$ cat config.mk
export PLATFORM = sky130hd
export DESIGN_NAME = memory_stage
export DESIGN_NICKNAME = d
export VERILOG_FILES = /design/src/rtl/riscv_structures.sv /design/src/rtl/dmem_timeout_counter.sv /design/src/rtl/memory_stage.sv
export SDC_FILE = /design/constraint.sdc
export NUM_CORES = 1
export LEC_CHECK = 0
export ABC_AREA = 1
export CORE_MARGIN = 8
export CORE_UTILIZATION = 31
export CTS_CLUSTER_DIAMETER = 120
export DETAILED_ROUTE_END_ITERATION = 8
export GPL_TIMING_DRIVEN = 1
export PLACE_DENSITY = 0.81
export SETUP_SLACK_MARGIN = 0.2
export SYNTH_ARGS = -nofsm -noshare
export SYNTH_HDL_FRONTEND = slang
export SYNTH_SLANG_ARGS = --single-unit
export TNS_END_PERCENT = 5
$ cat constraint.sdc
create_clock -name clk -period 1.65 [get_ports clk]
set_clock_uncertainty 0.15 [all_clocks]
set_input_delay 0.4125 -clock clk [delete_from_list [all_inputs] [get_ports clk]]
set_output_delay 0.4125 -clock clk [all_outputs]
set_load 0.005 [all_outputs]
$ cat src/rtl/riscv_structures.sv
// Shared pipeline structures: stage-to-stage registers and the MEM stage FSM encoding.
package riscv_structures;

    // Execute -> memory pipeline register contents.
    typedef struct packed {
        logic        mem_write;
        logic        mem_read;
        logic        reg_write;
        logic [4:0]  rd;
        logic [31:0] mem_data;
        logic [31:0] alu_result;
    } ex_to_mem_s;

    // Memory -> writeback pipeline register contents.
    typedef struct packed {
        logic        reg_write;
        logic [4:0]  rd;
        logic [31:0] result;
    } mem_to_wb_s;

    // Memory stage control: idle/issuing, or waiting for a load response.
    typedef enum logic [0:0] {
        IDLE     = 1'b0,
        WAIT_RSP = 1'b1
    } mem_state_e;

    // Word accesses only: any nonzero low address bits is a fault.
    function automatic logic is_misaligned(input logic [31:0] addr);
        return (addr[1:0] != 2'b00);
    endfunction

endpackage

$ cat src/rtl/dmem_timeout_counter.sv
// Saturating wait counter for outstanding loads; flags when the response budget is used up.
module dmem_timeout_counter #(
    parameter int unsigned MAX_WAIT = 16
) (
    input  logic clk,
    input  logic rst_n,
    input  logic clear,
    input  logic enable,
    output logic expired
);

    localparam int unsigned          CW   = $clog2(MAX_WAIT);
    localparam logic [CW-1:0]        LAST = CW'(MAX_WAIT - 1);

    logic [CW-1:0] cnt_q;
    logic [CW-1:0] cnt_d;

    assign expired = (cnt_q == LAST);

    // Next count: clear wins, otherwise count up and hold at the last value.
    always_comb begin
        cnt_d = cnt_q;
        if (clear) begin
            cnt_d = '0;
        end else if (enable && !expired) begin
            cnt_d = cnt_q + CW'(1);
        end
    end

    // Count register.
    always_ff @(posedge clk or negedge rst_n) begin
        if (!rst_n) begin
            cnt_q <= '0;
        end else begin
            cnt_q <= cnt_d;
        end
    end

endmodule

$ cat src/rtl/memory_stage.sv
// MEM stage: word loads/stores over a valid/ready data port, WB register, bypass and stall.
module memory_stage
    import riscv_structures::*;
#(
    parameter int unsigned MAX_WAIT = 16
) (
    input  logic        clk,
    input  logic        rst_n,
    input  ex_to_mem_s  ex_to_mem,
    output logic        dmem_req_valid,
    input  logic        dmem_req_ready,
    output logic        dmem_we,
    output logic [31:0] dmem_addr,
    output logic [31:0] dmem_wdata,
    input  logic        dmem_rsp_valid,
    input  logic [31:0] dmem_rsp_rdata,
    output mem_to_wb_s  mem_to_wb,
    output logic [31:0] bp_mem,
    output logic        stall_mem,
    output logic        mem_err
);

    mem_state_e state_q, state_d;
    mem_to_wb_s wb_q, wb_d;
    logic       err_q, err_d;

    logic       cnt_clear;
    logic       cnt_en;
    logic       cnt_expired;

    logic       is_mem_op;
    logic       misaligned;
    logic       req_valid_raw;
    logic       we_raw;
    logic       stall_raw;

    assign is_mem_op  = ex_to_mem.mem_write || ex_to_mem.mem_read;
    assign misaligned = is_misaligned(ex_to_mem.alu_result);

    assign dmem_addr  = ex_to_mem.alu_result;
    assign dmem_wdata = ex_to_mem.mem_data;
    assign bp_mem     = ex_to_mem.alu_result;

    // Request and stall are forced low while reset is asserted, independent of state.
    assign dmem_req_valid = req_valid_raw && rst_n;
    assign dmem_we        = we_raw && rst_n;
    assign stall_mem      = stall_raw && rst_n;

    assign mem_to_wb = wb_q;
    assign mem_err   = err_q;

    dmem_timeout_counter #(
        .MAX_WAIT (MAX_WAIT)
    ) u_timeout (
        .clk     (clk),
        .rst_n   (rst_n),
        .clear   (cnt_clear),
        .enable  (cnt_en),
        .expired (cnt_expired)
    );

    // Next-state, request/stall outputs and the value headed into WB.
    always_comb begin
        state_d       = state_q;
        req_valid_raw = 1'b0;
        we_raw        = 1'b0;
        stall_raw     = 1'b0;
        err_d         = 1'b0;
        cnt_clear     = 1'b0;
        cnt_en        = 1'b0;
        wb_d.reg_write = ex_to_mem.reg_write;
        wb_d.rd        = ex_to_mem.rd;
        wb_d.result    = ex_to_mem.alu_result;

        unique case (state_q)
            IDLE: begin
                if (is_mem_op) begin
                    wb_d.reg_write = 1'b0;
                    if (misaligned) begin
                        err_d = 1'b1;
                    end else if (ex_to_mem.mem_write) begin
                        req_valid_raw = 1'b1;
                        we_raw        = 1'b1;
                        stall_raw     = !dmem_req_ready;
                    end else begin
                        req_valid_raw = 1'b1;
                        stall_raw     = 1'b1;
                        if (dmem_req_ready) begin
                            state_d   = WAIT_RSP;
                            cnt_clear = 1'b1;
                        end
                    end
                end
            end

            WAIT_RSP: begin
                cnt_en         = 1'b1;
                wb_d.reg_write = 1'b0;
                if (dmem_rsp_valid) begin
                    wb_d.reg_write = ex_to_mem.reg_write;
                    wb_d.result    = dmem_rsp_rdata;
                    state_d        = IDLE;
                end else if (cnt_expired) begin
                    err_d   = 1'b1;
                    state_d = IDLE;
                end else begin
                    stall_raw = 1'b1;
                end
            end

            default: begin
                state_d = IDLE;
            end
        endcase
    end

    // State, WB register and error pulse.
    always_ff @(posedge clk or negedge rst_n) begin
        if (!rst_n) begin
            state_q <= IDLE;
            wb_q    <= '0;
            err_q   <= 1'b0;
        end else begin
            state_q <= state_d;
            wb_q    <= wb_d;
            err_q   <= err_d;
        end
    end

endmodule

==> results of run 1 <==
==> area by class of cell <==
cell class | instances | area [um^2] | area share [%]
well taps | 105 | 131 | 3.53
inverters | 8 | 30.0 | 0.806
flip-flops and latches | 44 | 1100 | 29.6
repair buffers | 216 | 1580 | 42.5
clock buffers | 6 | 72.6 | 1.95
clock inverters | 2 | 35.0 | 0.940
multi-input cells | 74 | 772 | 20.7
==> flip-flops by register name, indices dropped and copies added, names as in the netlist <==
name,cells
u_timeout.cnt_q,4
state_q,1
mem_to_wb,38
mem_err,1
==> worst max-delay path: cells and delay by family, from the launching register on <==
| family | cells | cell delay [ns] |
|---|---|---|
| AND/OR/NAND/NOR | 2 | 0.20 |
| AO/OA/AOI/OAI | 1 | 0.11 |
| flip-flops | 1 | 0.45 |
| buffers and inverters | 2 | 0.24 |
==> metrics by stage <==
step | TNS [ns] | worst slack (ns) | power, mW
6_report | -0.437 | -0.195 | 2.87
5_1_grt | -0.607 | -0.254 | 3.03
4_1_cts | -0.382 | -0.180 | 2.94
3_5_place_dp | -33.34 | -0.772 | 2.22
3_3_place_gp | -31.94 | -0.694 | 2.18
2_1_floorplan | 0 | 0.202 | 1.71
==> cells by family after synthesis <==
group,count (synthesis),share of synthesized area (%)
AO/OA/AOI/OAI,4,0.867
adder cells (fa/ha/maj),1,0.482
buffers and inverters,108,31.7
flip-flops,44,42.4
multiplexers,32,18.2
AND/OR/NAND/NOR,37,6.36
==> power by group through the flow <==
stage	clock network, mW	registers (mW)	logic (mW)
global route	0.885	1.25	0.897
global placement	0	1.26	0.927
floorplan	0	1.28	0.427
detailed placement	0	1.26	0.954
finish	0.809	1.24	0.825
CTS	0.842	1.24	0.864
==> metal layers <==
layer  track usage (%)  vias to the layer above  routed length [um]
met5                 0                        -                  17
met4              7.14                        2                 264
met3              3.95                       30                 783
met2              24.0                      117                4360
met1              11.8                      915                2610
li1                  -                      875                   -
==> cell usage in the layout (no fill, tap or decap), types with 5 or more instances in the layout <==
| master | instances |
|---|---|
| clkdlybuf4s15_1 | 10 |
| mux2_4 | 30 |
| clkdlybuf4s50_1 | 39 |
| buf_2 | 57 |
| clkbuf_8 | 5 |
| buf_4 | 30 |
| inv_1 | 6 |
| dlygate4sd2_1 | 32 |
| dfrtp_1 | 43 |
| nand2_1 | 13 |
| clkbuf_2 | 41 |
==> timing repair <==
item / CTS / global route
setup endpoints to repair: 140 / 94
gates resized for setup: 359 / 69
setup buffers: 8 / 0
pin swaps: 7 / 5
==> worst paths after layout <==
check | startpoint | endpoint | slack (ns) | cells past startpoint
min in group clk | ex_to_mem[14] | mem_to_wb[14] | 0.37 | 2
max reg2reg | state_q | mem_to_wb[9] | 0.15 | 4
min reg2reg | u_timeout.cnt_q[2] | mem_err | 0.57 | 3
max in group asynchronous | rst_n | state_q | 0.86 | 2
max | state_q | stall_mem | -0.20 | 5
min | rst_n | mem_to_wb[5] | 0.07 | 2
==> results.cfg, run 1 <==
[drt]
drtAntennaViolNets = 0
viasPerCell = 4.26
dr.first_iter.drc_count = 35
drc = 0
dr_total_vias = 1939
drt_pass1_iterations = 4
drt_wl_total_um = 8040
wl_per_cell_um = 17.7

[worst_hold_path]
hold_class = in -> async

[power]
share_comb_of_total_power_pct = 28.7
clockPowerShare_pct = 28.2
p_leak_nw = 1.97
intPower_mw = 2.11
power_density_mw_per_mm2 = 771
switching_share_pct = 26.5
ir_drop_uv = 317
p_sw_mw = 0.760
seq_power_share_pct = 43.1

[clocking]
clkTransAtPathRegs_ns = 0.09
htree_levels = 2
cts_tree = yes
cts_buffers = 5
worstSkewPairLatency_ns = 0.29
hold_buffers = 0
cts_sinks = 44
clockBufferDepth = 2
cts_root_buffer = clkbuf_8

[worst_setup_path]
crit_required_ns = 1.09
crit_slowest_cell = dfrtp_2
cp_max_fo = 3
critical_path_class = reg -> out
critPathMaxStageDelay_ns = 0.45
path_cells = nor2_4 -> buf_6 -> nand3_2 -> a21oi_2 -> buf_2
cp.arrival_ns = 1.28
start_kind = flip-flop
critPathCaptureType = primary output

[synth]
synth.distinct_cells = 17
avgSynthCellArea_um2 = 11.5
ys_ff_latch = 44
ys.flop_type = dfrtp_1
synth.most_common_cell = buf_4
synth_edf_count = 0
synth_top_area_share_pct = 42.4
yosysWarnings = 0
synth_common_cells = 96 x buf_4, 44 x dfrtp_1, 30 x mux2_4
synth_top_area_cell = dfrtp_1
ys_seq_area_share_pct = 42.4
yosys-top-cells-area = dfrtp_1 42%, buf_4 28%, mux2_4 17%, buf_12 2.3%, nand2_1 2.2%
syn_nets = 335
netlist_area_mm2 = 0.00260
syn_inst = 226
async_flop_share_pct = 100

[global_routing]
grt_pass1_wl_um = 11700
antenna_found_initial = 1
grt_pass1_vias = 2234
grt-ovfl-total = 0
grt_max_degree = 45
grt.total_usage_pct = 12.7

[sta]
min_period_over_period_pct = 112
timing.final.crit_period_ns = 1.85
setup_ws_ns = -0.195
maxSlewViolCount = 0
max_freq_mhz = 542
rsz0062_at_grt = true
tightestPinTransition_ns = 0.590
hold_viol_final = 0
slew_headroom_pct = 60.6
setup_viol = 3
hold_slack_ns = 0.0665

[placement]
port-buffer-count = 181
hpwlAfterDp_um = 6500
place.gp.congestion = 0.810
dpl-instance-area_mm2 = 0.00400
placed_cells_incl_taps = 439

[floorplan]
die_h_um = 108
die_area_mm2 = 0.0116
std_cell_rows = 33
start_util_pct = 31.8
design.core.area_mm2 = 0.00818
pin_count = 246
die_w_um = 108

[finish]
fillers = 795
stdcell_count = 455
nets = 458
drive_gt1_share_pct = 55.4
area_delta_synth_final_pct = 43.5
fin_util_pct = 45.6
final_cell_area_mm2 = 0.00373
antenna_cells = 0

[outcome]
status = finished, violations left
failed_checks = negative setup slack

[job]
maxCapViolations = 0
Power figures use the tool's default switching activity.
==> run 2, diff against run 1 <==
==> constraint.sdc (replaced) <==
create_clock -name clk -period 1.65 [get_ports clk]
set_clock_uncertainty 0.15 [all_clocks]
set_input_delay 0.33 -clock clk [delete_from_list [all_inputs] [get_ports clk]]
set_output_delay 0.33 -clock clk [all_outputs]
set_load 0.005 [all_outputs]
==> run 2 against run 1 <==
  * The flow finishes with violations (negative hold slack, negative setup slack)
  * Register-to-register slack about the same
  * Clock-buffer cell count is 1 lower
  * Via count is 2.2% lower
  * Global-route usage is 0.22 points lower
  * Sequential share of layout area shrank 2.1 points
  * Die area stayed put
  * Final area rose by 7.5%
  * Clock power shrank 4.3%
  * Critical endpoint unchanged
  * Largest cell class unchanged
  * Largest power group unchanged
==> results.cfg, run 2 (same netlist as run 1, synthesis figures left out) <==
[placement]
port-buffer-count = 181
dpl-instance-area_mm2 = 0.00395
pre_cts_ws_ns = -0.639
place.gp.congestion = 0.808
placed_cells_incl_taps = 435
hpwlAfterDp_um = 6370

[finish]
largest_register_ffs = 38
layout.area.seq_mm2 = 0.00110
drive_gt1_share_pct = 32.9
layout_common_cells = 103 x dlygate4sd2_1, 44 x dfrtp_1, 39 x clkdlybuf4s50_1, 30 x mux2_4, 26 x clkdlybuf4s15_2
final_cell_area_mm2 = 0.00401
area_delta_synth_final_pct = 54.3
fin_util_pct = 49.0
antenna_cells = 0
nets = 450
stdcell_count = 445
fillers = 770
layout_commonest_cell = dlygate4sd2_1
multiInputGateArea_um2 = 728

[power]
ir_drop_uv = 276
p_leak_nw = 2.04
power_density_mw_per_mm2 = 712

[global_routing]
antenna_found_initial = 0
grt_max_degree = 45
grt_pass1_wl_um = 11400
grt.total_usage_pct = 12.5
grt_pass1_vias = 2139
grt-ovfl-total = 0

[drt]
drt_wl_total_um = 7820
drtAntennaViolNets = 0
dr.first_iter.drc_count = 21
viasPerCell = 4.26
drt_pass1_iterations = 4
dr_total_vias = 1897
wl_per_cell_um = 17.6
drc = 0

[worst_setup_path]
cpLargestDelayFamily = flip-flops
crit_slowest_cell = dfrtp_1
start_kind = flip-flop
path_cells = ha_4 -> nand3_2 -> nand2_2 -> a21oi_2 -> buf_2
critPathMaxStageDelay_ns = 0.43
cp.arrival_ns = 1.29
cp_max_fo = 2
critical_path_class = reg -> out
crit_required_ns = 1.17
critPathCaptureType = primary output
crit_buf_inv = 1

[floorplan]
die_w_um = 108
pin_count = 246
die_h_um = 108
std_cell_rows = 33
design.core.area_mm2 = 0.00818
die_area_mm2 = 0.0116
start_util_pct = 31.8

[sta]
setup_viol = 3
maxSlewViolCount = 0
hold_viol_final = 12
rsz0062_at_grt = true
hold_slack_ns = -0.0125
setup_ws_ns = -0.118
slew_headroom_pct = 61.9
min_period_over_period_pct = 107
max_freq_mhz = 566
timing.final.crit_period_ns = 1.77
tightestPinTransition_ns = 0.572

[clocking]
cts_buffers = 5
cts_root_buffer = clkbuf_8
htree_levels = 2
clockBufferDepth = 2
worstSkewPairLatency_ns = 0.28
cts_sinks = 44
clkTransAtPathRegs_ns = 0.08
cts_tree = yes
hold_buffers = 0

[outcome]
status = finished, violations left
failed_checks = negative hold slack, negative setup slack

[job]
maxCapViolations = 0

[worst_hold_path]
hold_class = in -> async
run 2: cell types whose count changed in the layout (fill, tap and decap cells not counted), sizes merged:
cell,previous run,this run
dlygate4sd2,32,103
buf,92,34
clkbuf,47,6
clkdlybuf4s15,12,30
clkinv,1,0
dlymetal6s2s,0,1
run 2: worst paths after layout:
check | startpoint | to | slack [ns] | cells past startpoint
setup / recovery | u_timeout.cnt_q[0] | stall_mem | -0.12 | 5
hold / removal | rst_n | u_timeout.cnt_q[2] | -0.01 | 2
setup reg to reg | state_q | mem_to_wb[19] | 0.16 | 4
hold reg to reg | u_timeout.cnt_q[3] | state_q | 0.57 | 4
max in group asynchronous | rst_n | mem_to_wb[30] | 0.97 | 2
min in group clk | dmem_rsp_valid | mem_err | 0.27 | 3
run 2: through the flow:
stage	power (mW)	setup TNS, ns
finish	2.85	-0.194
floorplan	1.68	0
detailed placement	2.17	-19.80
global placement	2.14	-18.54
CTS	2.90	-0.167
global route	3.01	-0.417
run 2: final cells by class:
cell class | instances | area share (%)
repair buffers | 208 | 47.8
inverters | 8 | 0.750
clock inverters | 1 | 0.750
well taps | 105 | 3.28
multi-input cells | 74 | 18.2
clock buffers | 5 | 1.72
flip-flops and latches | 44 | 27.5
run 2: per-layer routing:
layer | vias up | routed length, um | global-route usage (%)
met2 | 124 | 4380 | 24.1
met5 | - | 0 | 0
li1 | 858 | - | -
met4 | 0 | 227 | 6.44
met3 | 22 | 743 | 3.89
met1 | 893 | 2460 | 11.4
run 2: what timing repair did:
| item | 4_1_cts | 5_1_grt |
|---|---|---|
| setup buffers | 4 | 0 |
| resized for setup | 226 | 6 |
| endpoints found under the setup margin | 137 | 37 |
| cloned | 0 | 0 |
| pin swaps | 5 | 1 |
run 2: power by group:
| group | internal, mW | switching (mW) | total, mW |
|---|---|---|---|
| logic | 0.515 | 0.327 | 0.843 |
| registers | 1.18 | 0.0566 | 1.24 |
| clock network | 0.435 | 0.339 | 0.774 |
| total | 2.13 | 0.723 | 2.85 |
==> run 3, diff against run 2 <==
Settings changed: ABC_CLOCK_PERIOD_IN_PS from default to 1650.
==> results of run 3 <==
Final layout, timing and power as in run 2 (identical DEF).
